### src/rtl/fetch_sequencer_pkg.sv
`default_nettype none
// ============================================================================
//  Module      : wisc_pkg
//  Description : Shared constants, fetch-state encoding and opcode helper
//                for the WISC instruction-fetch sequencer.
//  Revision    : 1.0 - initial release
// ============================================================================
package wisc_pkg;

  localparam logic [3:0]  OP_HLT   = 4'hF;
  localparam logic [15:0] RESET_PC = 16'h0000;

  // Fetch controller states
  typedef enum logic [1:0] {
    ST_FETCH = 2'd0,  // requesting imem at pc
    ST_DRAIN = 2'd1,  // waiting out a request orphaned by a redirect
    ST_SKID  = 2'd2,  // one fetched word parked behind a stall
    ST_HALT  = 2'd3   // HLT delivered, fetch stopped
  } fetch_state_t;

  // True when the instruction word carries the given halt opcode
  function automatic logic is_hlt(input logic [15:0] instr, input logic [3:0] opcode);
    return (instr[15:12] == opcode);
  endfunction

endpackage
`default_nettype wire

### src/rtl/fetch_sequencer_if.sv
`default_nettype none
// ============================================================================
//  Module      : fetch_sequencer_if
//  Description : Instruction-memory, hazard/branch and IF/ID signals of the
//                fetch sequencer. master = sequencer, slave = surroundings.
//  Revision    : 1.0 - initial release
// ============================================================================
interface fetch_sequencer_if;

  logic        imem_req;
  logic [15:0] imem_addr;
  logic        imem_ready;
  logic [15:0] imem_data;
  logic        stall;
  logic        redirect_valid;
  logic [15:0] redirect_pc;
  logic        if_valid;
  logic [15:0] if_instr;
  logic [15:0] if_pc;
  logic        flush;
  logic        halted;

  modport master (
    output imem_req, imem_addr,
    input  imem_ready, imem_data,
    input  stall, redirect_valid, redirect_pc,
    output if_valid, if_instr, if_pc, flush, halted
  );

  modport slave (
    input  imem_req, imem_addr,
    output imem_ready, imem_data,
    output stall, redirect_valid, redirect_pc,
    input  if_valid, if_instr, if_pc, flush, halted
  );

endinterface
`default_nettype wire

### src/rtl/fetch_skid_buf.sv
`default_nettype none
// ============================================================================
//  Module      : fetch_skid_buf
//  Description : One-entry {instr, pc} holder that catches a fetched word
//                arriving while the IF/ID register is stalled.
//  Revision    : 1.0 - initial release
// ============================================================================
module fetch_skid_buf (
  input  wire logic        clk,
  input  wire logic        rst,
  input  wire logic        i_load,
  input  wire logic        i_clear,
  input  wire logic [15:0] i_instr,
  input  wire logic [15:0] i_pc,
  output logic             o_valid,
  output logic [15:0]      o_instr,
  output logic [15:0]      o_pc
);

  logic        r_valid;
  logic [15:0] r_instr;
  logic [15:0] r_pc;

  // Capture on load; clear (redirect or hand-off) wins over load
  always_ff @(posedge clk or posedge rst) begin
    if (rst) begin
      r_valid <= 1'b0;
      r_instr <= 16'h0000;
      r_pc    <= 16'h0000;
    end else if (i_clear) begin
      r_valid <= 1'b0;
    end else if (i_load) begin
      r_valid <= 1'b1;
      r_instr <= i_instr;
      r_pc    <= i_pc;
    end
  end

  assign o_valid = r_valid;
  assign o_instr = r_instr;
  assign o_pc    = r_pc;

endmodule
`default_nettype wire

### src/rtl/fetch_sequencer.sv
`default_nettype none
// ============================================================================
//  Module      : fetch_sequencer
//  Description : WISC instruction-fetch controller. Owns the fetch PC,
//                issues level-held imem requests, parks a word in a skid
//                buffer on stall, drains orphaned requests after a redirect
//                and stops fetching on HLT until redirect or reset.
//  Revision    : 1.0 - initial release
// ============================================================================
module fetch_sequencer #(
  parameter logic [15:0] RESET_PC   = wisc_pkg::RESET_PC,
  parameter logic [3:0]  HLT_OPCODE = wisc_pkg::OP_HLT
) (
  input wire logic          clk,
  input wire logic          rst,
  fetch_sequencer_if.master bus
);

  import wisc_pkg::*;

  fetch_state_t r_state;
  fetch_state_t w_state_nxt;

  logic [15:0] r_pc;
  logic [15:0] w_pc_nxt;
  logic [15:0] r_drain_addr;
  logic        r_if_valid;
  logic [15:0] r_if_instr;
  logic [15:0] r_if_pc;
  logic        r_flush;

  logic        w_if_valid_nxt;
  logic [15:0] w_if_instr_nxt;
  logic [15:0] w_if_pc_nxt;
  logic        w_skid_load;
  logic        w_skid_clear;
  logic        w_drain_load;
  logic        w_req_state;
  logic        w_data_hlt;
  logic        w_skid_valid;
  logic [15:0] w_skid_instr;
  logic [15:0] w_skid_pc;
  logic [15:0] w_redirect_target;

  // Request is a pure function of state so stall never reaches imem_req directly
  assign w_req_state       = (r_state == ST_FETCH) || (r_state == ST_DRAIN);
  assign w_data_hlt        = is_hlt(bus.imem_data, HLT_OPCODE);
  assign w_redirect_target = bus.redirect_pc & 16'hFFFE;

  fetch_skid_buf u_skid (
    .clk     (clk),
    .rst     (rst),
    .i_load  (w_skid_load),
    .i_clear (w_skid_clear),
    .i_instr (bus.imem_data),
    .i_pc    (r_pc),
    .o_valid (w_skid_valid),
    .o_instr (w_skid_instr),
    .o_pc    (w_skid_pc)
  );

  // Next-state, next-pc and IF-output decisions; redirect overrides everything
  always_comb begin
    w_state_nxt    = r_state;
    w_pc_nxt       = r_pc;
    w_if_valid_nxt = r_if_valid;
    w_if_instr_nxt = r_if_instr;
    w_if_pc_nxt    = r_if_pc;
    w_skid_load    = 1'b0;
    w_skid_clear   = 1'b0;
    w_drain_load   = 1'b0;

    if (bus.redirect_valid) begin
      w_pc_nxt       = w_redirect_target;
      w_if_valid_nxt = 1'b0;
      w_skid_clear   = 1'b1;
      if (w_req_state && !bus.imem_ready) begin
        // An outstanding request must still complete; remember its address
        w_state_nxt  = ST_DRAIN;
        w_drain_load = (r_state == ST_FETCH);
      end else begin
        w_state_nxt  = ST_FETCH;
      end
    end else begin
      case (r_state)
        ST_FETCH: begin
          if (bus.imem_ready) begin
            if (!w_data_hlt) begin
              w_pc_nxt = r_pc + 16'd2;
            end
            if (!bus.stall) begin
              w_if_valid_nxt = 1'b1;
              w_if_instr_nxt = bus.imem_data;
              w_if_pc_nxt    = r_pc;
              if (w_data_hlt) begin
                w_state_nxt = ST_HALT;
              end
            end else begin
              w_skid_load = 1'b1;
              w_state_nxt = ST_SKID;
            end
          end else if (!bus.stall) begin
            w_if_valid_nxt = 1'b0;
          end
        end
        ST_SKID: begin
          if (!bus.stall && w_skid_valid) begin
            w_if_valid_nxt = 1'b1;
            w_if_instr_nxt = w_skid_instr;
            w_if_pc_nxt    = w_skid_pc;
            w_skid_clear   = 1'b1;
            w_state_nxt    = is_hlt(w_skid_instr, HLT_OPCODE) ? ST_HALT : ST_FETCH;
          end
        end
        ST_HALT: begin
          if (!bus.stall) begin
            w_if_valid_nxt = 1'b0;
          end
        end
        ST_DRAIN: begin
          if (!bus.stall) begin
            w_if_valid_nxt = 1'b0;
          end
          if (bus.imem_ready) begin
            w_state_nxt = ST_FETCH;
          end
        end
        default: begin
          w_state_nxt = ST_FETCH;
        end
      endcase
    end
  end

  // State register
  always_ff @(posedge clk or posedge rst) begin
    if (rst) begin
      r_state <= ST_FETCH;
    end else begin
      r_state <= w_state_nxt;
    end
  end

  // Fetch PC and the address held for a draining request
  always_ff @(posedge clk or posedge rst) begin
    if (rst) begin
      r_pc         <= RESET_PC;
      r_drain_addr <= RESET_PC;
    end else begin
      r_pc <= w_pc_nxt;
      if (w_drain_load) begin
        r_drain_addr <= r_pc;
      end
    end
  end

  // IF/ID outputs and the one-cycle flush pulse
  always_ff @(posedge clk or posedge rst) begin
    if (rst) begin
      r_if_valid <= 1'b0;
      r_if_instr <= 16'h0000;
      r_if_pc    <= 16'h0000;
      r_flush    <= 1'b0;
    end else begin
      r_if_valid <= w_if_valid_nxt;
      r_if_instr <= w_if_instr_nxt;
      r_if_pc    <= w_if_pc_nxt;
      r_flush    <= bus.redirect_valid;
    end
  end

  assign bus.imem_req  = w_req_state && !rst;
  assign bus.imem_addr = (r_state == ST_DRAIN) ? r_drain_addr : r_pc;
  assign bus.if_valid  = r_if_valid;
  assign bus.if_instr  = r_if_instr;
  assign bus.if_pc     = r_if_pc;
  assign bus.flush     = r_flush;
  assign bus.halted    = (r_state == ST_HALT);

endmodule
`default_nettype wire

### src/flat_wrapper.sv
// flat-port wrapper written by rule: the top's interface ports become plain ports
module fetch_sequencer_flat import wisc_pkg::*;
#(
  parameter logic [15:0] RESET_PC   = wisc_pkg::RESET_PC,
  parameter logic [3:0]  HLT_OPCODE = wisc_pkg::OP_HLT
)
  (clk, rst, bus_imem_req, bus_imem_addr, bus_imem_ready, bus_imem_data, bus_stall, bus_redirect_valid, bus_redirect_pc, bus_if_valid, bus_if_instr, bus_if_pc, bus_flush, bus_halted);
  fetch_sequencer_if bus_i ();
  input wire logic clk;
  input wire logic rst;
  output wire logic [$bits(bus_i.imem_req)-1:0] bus_imem_req;
  output wire logic [$bits(bus_i.imem_addr)-1:0] bus_imem_addr;
  input wire logic [$bits(bus_i.imem_ready)-1:0] bus_imem_ready;
  input wire logic [$bits(bus_i.imem_data)-1:0] bus_imem_data;
  input wire logic [$bits(bus_i.stall)-1:0] bus_stall;
  input wire logic [$bits(bus_i.redirect_valid)-1:0] bus_redirect_valid;
  input wire logic [$bits(bus_i.redirect_pc)-1:0] bus_redirect_pc;
  output wire logic [$bits(bus_i.if_valid)-1:0] bus_if_valid;
  output wire logic [$bits(bus_i.if_instr)-1:0] bus_if_instr;
  output wire logic [$bits(bus_i.if_pc)-1:0] bus_if_pc;
  output wire logic [$bits(bus_i.flush)-1:0] bus_flush;
  output wire logic [$bits(bus_i.halted)-1:0] bus_halted;
  assign bus_imem_req = bus_i.imem_req;
  assign bus_imem_addr = bus_i.imem_addr;
  assign bus_i.imem_ready = bus_imem_ready;
  assign bus_i.imem_data = bus_imem_data;
  assign bus_i.stall = bus_stall;
  assign bus_i.redirect_valid = bus_redirect_valid;
  assign bus_i.redirect_pc = bus_redirect_pc;
  assign bus_if_valid = bus_i.if_valid;
  assign bus_if_instr = bus_i.if_instr;
  assign bus_if_pc = bus_i.if_pc;
  assign bus_flush = bus_i.flush;
  assign bus_halted = bus_i.halted;
  fetch_sequencer #(.RESET_PC(RESET_PC), .HLT_OPCODE(HLT_OPCODE)) u_core (.clk(clk), .rst(rst), .bus(bus_i));
endmodule
### config.mk
export PLATFORM = sky130hd
export DESIGN_NAME = fetch_sequencer_flat
export DESIGN_NICKNAME = d
export VERILOG_FILES = /design/src/rtl/fetch_sequencer_pkg.sv /design/src/rtl/fetch_sequencer_if.sv /design/src/rtl/fetch_skid_buf.sv /design/src/rtl/fetch_sequencer.sv /design/src/flat_wrapper.sv
export SDC_FILE = /design/constraint.sdc
export NUM_CORES = 1
export LEC_CHECK = 0
export CORE_UTILIZATION = 46
export DETAILED_ROUTE_END_ITERATION = 8
export PLACE_DENSITY = 0.72
export SKIP_CTS_REPAIR_TIMING = 1
export SYNTH_ARGS = -nofsm -noshare
export SYNTH_HDL_FRONTEND = slang
export SYNTH_HIERARCHICAL = 1
export SYNTH_SLANG_ARGS = --single-unit
### constraint.sdc
create_clock -name clk -period 2.61 [get_ports clk]
set_input_delay 0.522 -clock clk [delete_from_list [all_inputs] [get_ports clk]]
set_output_delay 0.522 -clock clk [all_outputs]
set_load 0.05 [all_outputs]
==> impl_metrics.tcl <==
set metrics [dict create \
    crit_arrival_ns 1.91 \
    firstDrtPassIters 4 \
    clkTransAtPathRegs_ns 0.10 \
    ys.flop_type "dfrtp_1" \
    num_rows 37 \
    p_leak_uw 0.00257 \
    slew_headroom_pct 64.0 \
    synth_edf_count 0 \
    grt_pass1_wl_um 17800 \
    overflow 0 \
    yosysWarnings 6 \
    reg2reg_from "u_core/r_pc[1]" \
    synth.area.mux_share_pct 24.0 \
    grt_pass1_vias 3546 \
    clk_latency_ns 0.36 \
    synth-simple-area-share_pct 10.9 \
    slowest_delay_ns 0.45 \
    synth_top_family_by_area "multiplexers" \
    finalHoldWorstSlack_ns 0.488 \
    core-area_um2 10200 \
    critPathCaptureType "output port" \
    synth-adder-area-share_pct 1.30 \
    cp_max_fo 17 \
    die_w_um 104 \
    drc 0 \
    synth-xor-area-share_pct 1.45 \
    tightest_slew_ns 0.540 \
    gp_routability_congestion 0.827 \
    finalCriticalPeriod_ns 2.43 \
    critical_path.cell_chain "inv_1 > ha_1 > buf_4 > mux2_2 > buf_4" \
    antenna_found_initial 0 \
    crit_buf_inv 3 \
    synth.most_common_cell "dfrtp_1" \
    start_util_pct 47.2 \
    hold_path.class "input pin to async pin" \
    synthCells 413 \
    critPathRequiredTime_ns 2.09 \
    skew_ns 0.0114 \
    synth_area_um2 4830 \
    synthDistinctLibCells 43 \
    fin_ws_ns 0.180 \
    cap_violations 0 \
    io_pins 89 \
    fmax_mhz 411 \
    clkSinkCount 99 \
    io_buffers 86 \
    wire_per_inst_um 16.4 \
    hold_violations 0 \
    grt_max_degree 65 \
    cpLargestDelayFamily "buffers and inverters" \
    yosysTopAreaCell "dfrtp_1" \
    pre_cts_ws_ns -0.00802 \
    num_vias 3406 \
    hpwl_um 7300 \
    peakVddDrop_uv 580 \
    vias_per_cell 5.26 \
    cts_tree "built" \
    r2r.worst_path.cells 6 \
    drt_wl_total_um 10600 \
    startpoint_type "register" \
    report.final.setup_viol 0 \
    slowest_stage "dfrtp_1" \
    area_growth_pct 26.7 \
    die_h_um 104 \
    r2r_setup_slack_ns 0.28 \
    synth_top_cell_area_share_pct 51.3 \
    grt_util_all_layers_pct 20.6 \
    netlist_top_cells_area "dfrtp_1, mux2_4, mux2i_1" \
    p_per_area_nw_per_um2 1200 \
    drtIter0Drc 133 \
    ys_seq_area_share_pct 51.3 \
    numCtsBuffers 9 \
    status "completed" \
    root_buffer "clkbuf_8" \
    antennaDiodeCount 0 \
    die_area_um2 10900 \
    crit_type "register to output port" \
    synth_area_per_cell_um2 11.7 \
    ant_nets 0 \
    fin_crit_sh_pct 93.1 \
    ys_seq_elements 99 \
    cpMostUsedCell "buf_4" \
    synth_compound_area_share_pct 6.76 \
    timing.rr.end "u_core/r_pc[11]" \
    layout.nets 549 \
    synth_common_cells "dfrtp_1, nor2_1, mux2i_1, a21oi_1, mux2_4" \
    cts_max_path_buffers 2 \
    htreeDepth 3 \
    drv_slew 0 \
    drive_gt1_share_pct 23.8 \
    rsz0062_at_grt "no" \
    async_flop_share_pct 100 \
]
-- metrics by stage --
stage	total power, uW	util, %	setup TNS (ns)	std cells	instance area (um^2)
floorplan	5140	-	-0.176	414	4830
global placement	6230	57.8	0	632	5910
detailed placement	6340	57.8	-0.0125	632	5910
CTS	7390	59.8	0	648	6120
global route	7710	59.8	0	648	6120
finish	7320	59.8	0	648	6120
-- report_power, final --
part	switching, uW	leakage [uW]	internal, uW	total, uW
Clock	536	0.000108	480	1020
Sequential	420	0.00116	2180	2600
Combinational	2170	0.00130	1530	3700
Total	3130	0.00257	4190	7320
-- worst max path at each step --
stage                      start           endpoint  slack (ns)  depth (start not counted)
6_report       u_core/r_state[1]   bus_imem_addr[9]        0.18                          5
5_1_grt        u_core/r_state[1]   bus_imem_addr[9]        0.06                          5
4_1_cts        u_core/r_state[1]   bus_imem_addr[9]        0.13                          5
3_5_place_dp   bus_imem_data[15]    u_core/r_pc[11]      -0.008                          6
3_3_place_gp   bus_imem_data[15]    u_core/r_pc[15]        0.04                          5
2_1_floorplan  u_core/r_state[1]  bus_imem_addr[10]       -0.09                          5
-- worst register-to-register path: stages (launching register included) --
cell	delay [ns]
dfrtp_1	0.56
ha_1	0.25
nand4_1	0.12
or4b_1	0.62
buf_4	0.19
or3_1	0.33
a31oi_1	0.18
-- state kept, by name (all words and copies together), names as in the netlist --
signal / count
u_core/bus.if_instr: 16
u_core/bus.if_pc: 16
u_core/u_skid/o_instr: 16
u_core/u_skid/o_pc: 16
u_core/r_drain_addr: 15
u_core/r_pc: 15
u_core/r_state: 2
u_core/bus.flush: 1
u_core/bus.if_valid: 1
u_core/u_skid/o_valid: 1
-- final cells by class --
| class | count | area [um^2] |
|---|---|---|
| tap | 136 | 170 |
| inverter | 9 | 33.8 |
| multi-input combinational | 279 | 2160 |
| clock buffer | 10 | 138 |
| sequential | 99 | 2480 |
| clock inverter | 6 | 70.1 |
| timing repair buffer | 109 | 1070 |
| fill | 858 | 4110 |
-- cells in the final DEF (no fill, tap or decap), types with 5 or more instances in the layout --
cell	Yosys	final
dfrtp_1	99	99
clkdlybuf4s50_1	0	70
nor2_1	41	41
mux2i_1	38	38
buf_4	1	33
a21oi_1	31	31
mux2_4	30	30
mux2_2	29	29
nand2_1	24	24
o21ai_0	18	18
clkbuf_8	0	10
nand3_1	9	9
inv_1	9	8
buf_12	3	6
nor2b_1	5	5
a31oi_1	5	5
nand4_1	5	5
xnor2_1	5	5
-- per-layer routing --
layer / GRT usage (%) / part of all wire, % / vias up
met5: 0 / 0 / -
met4: 4.18 / 0.45 / 0
met3: 3.95 / 4.0 / 2
met2: 34.3 / 48 / 89
met1: 28.0 / 48 / 1682
li1: - / - / 1633
-- cells by family after synthesis --
group / Yosys count
xor gates and xnor gates: 8
adders and majority gates: 5
muxes: 97
other: 1
and+or+nand+nor: 107
buffers and inverters: 36
AOI/OAI and AO/OA: 60
DFF: 99
Note: power is estimated with default switching activity, not from simulation.
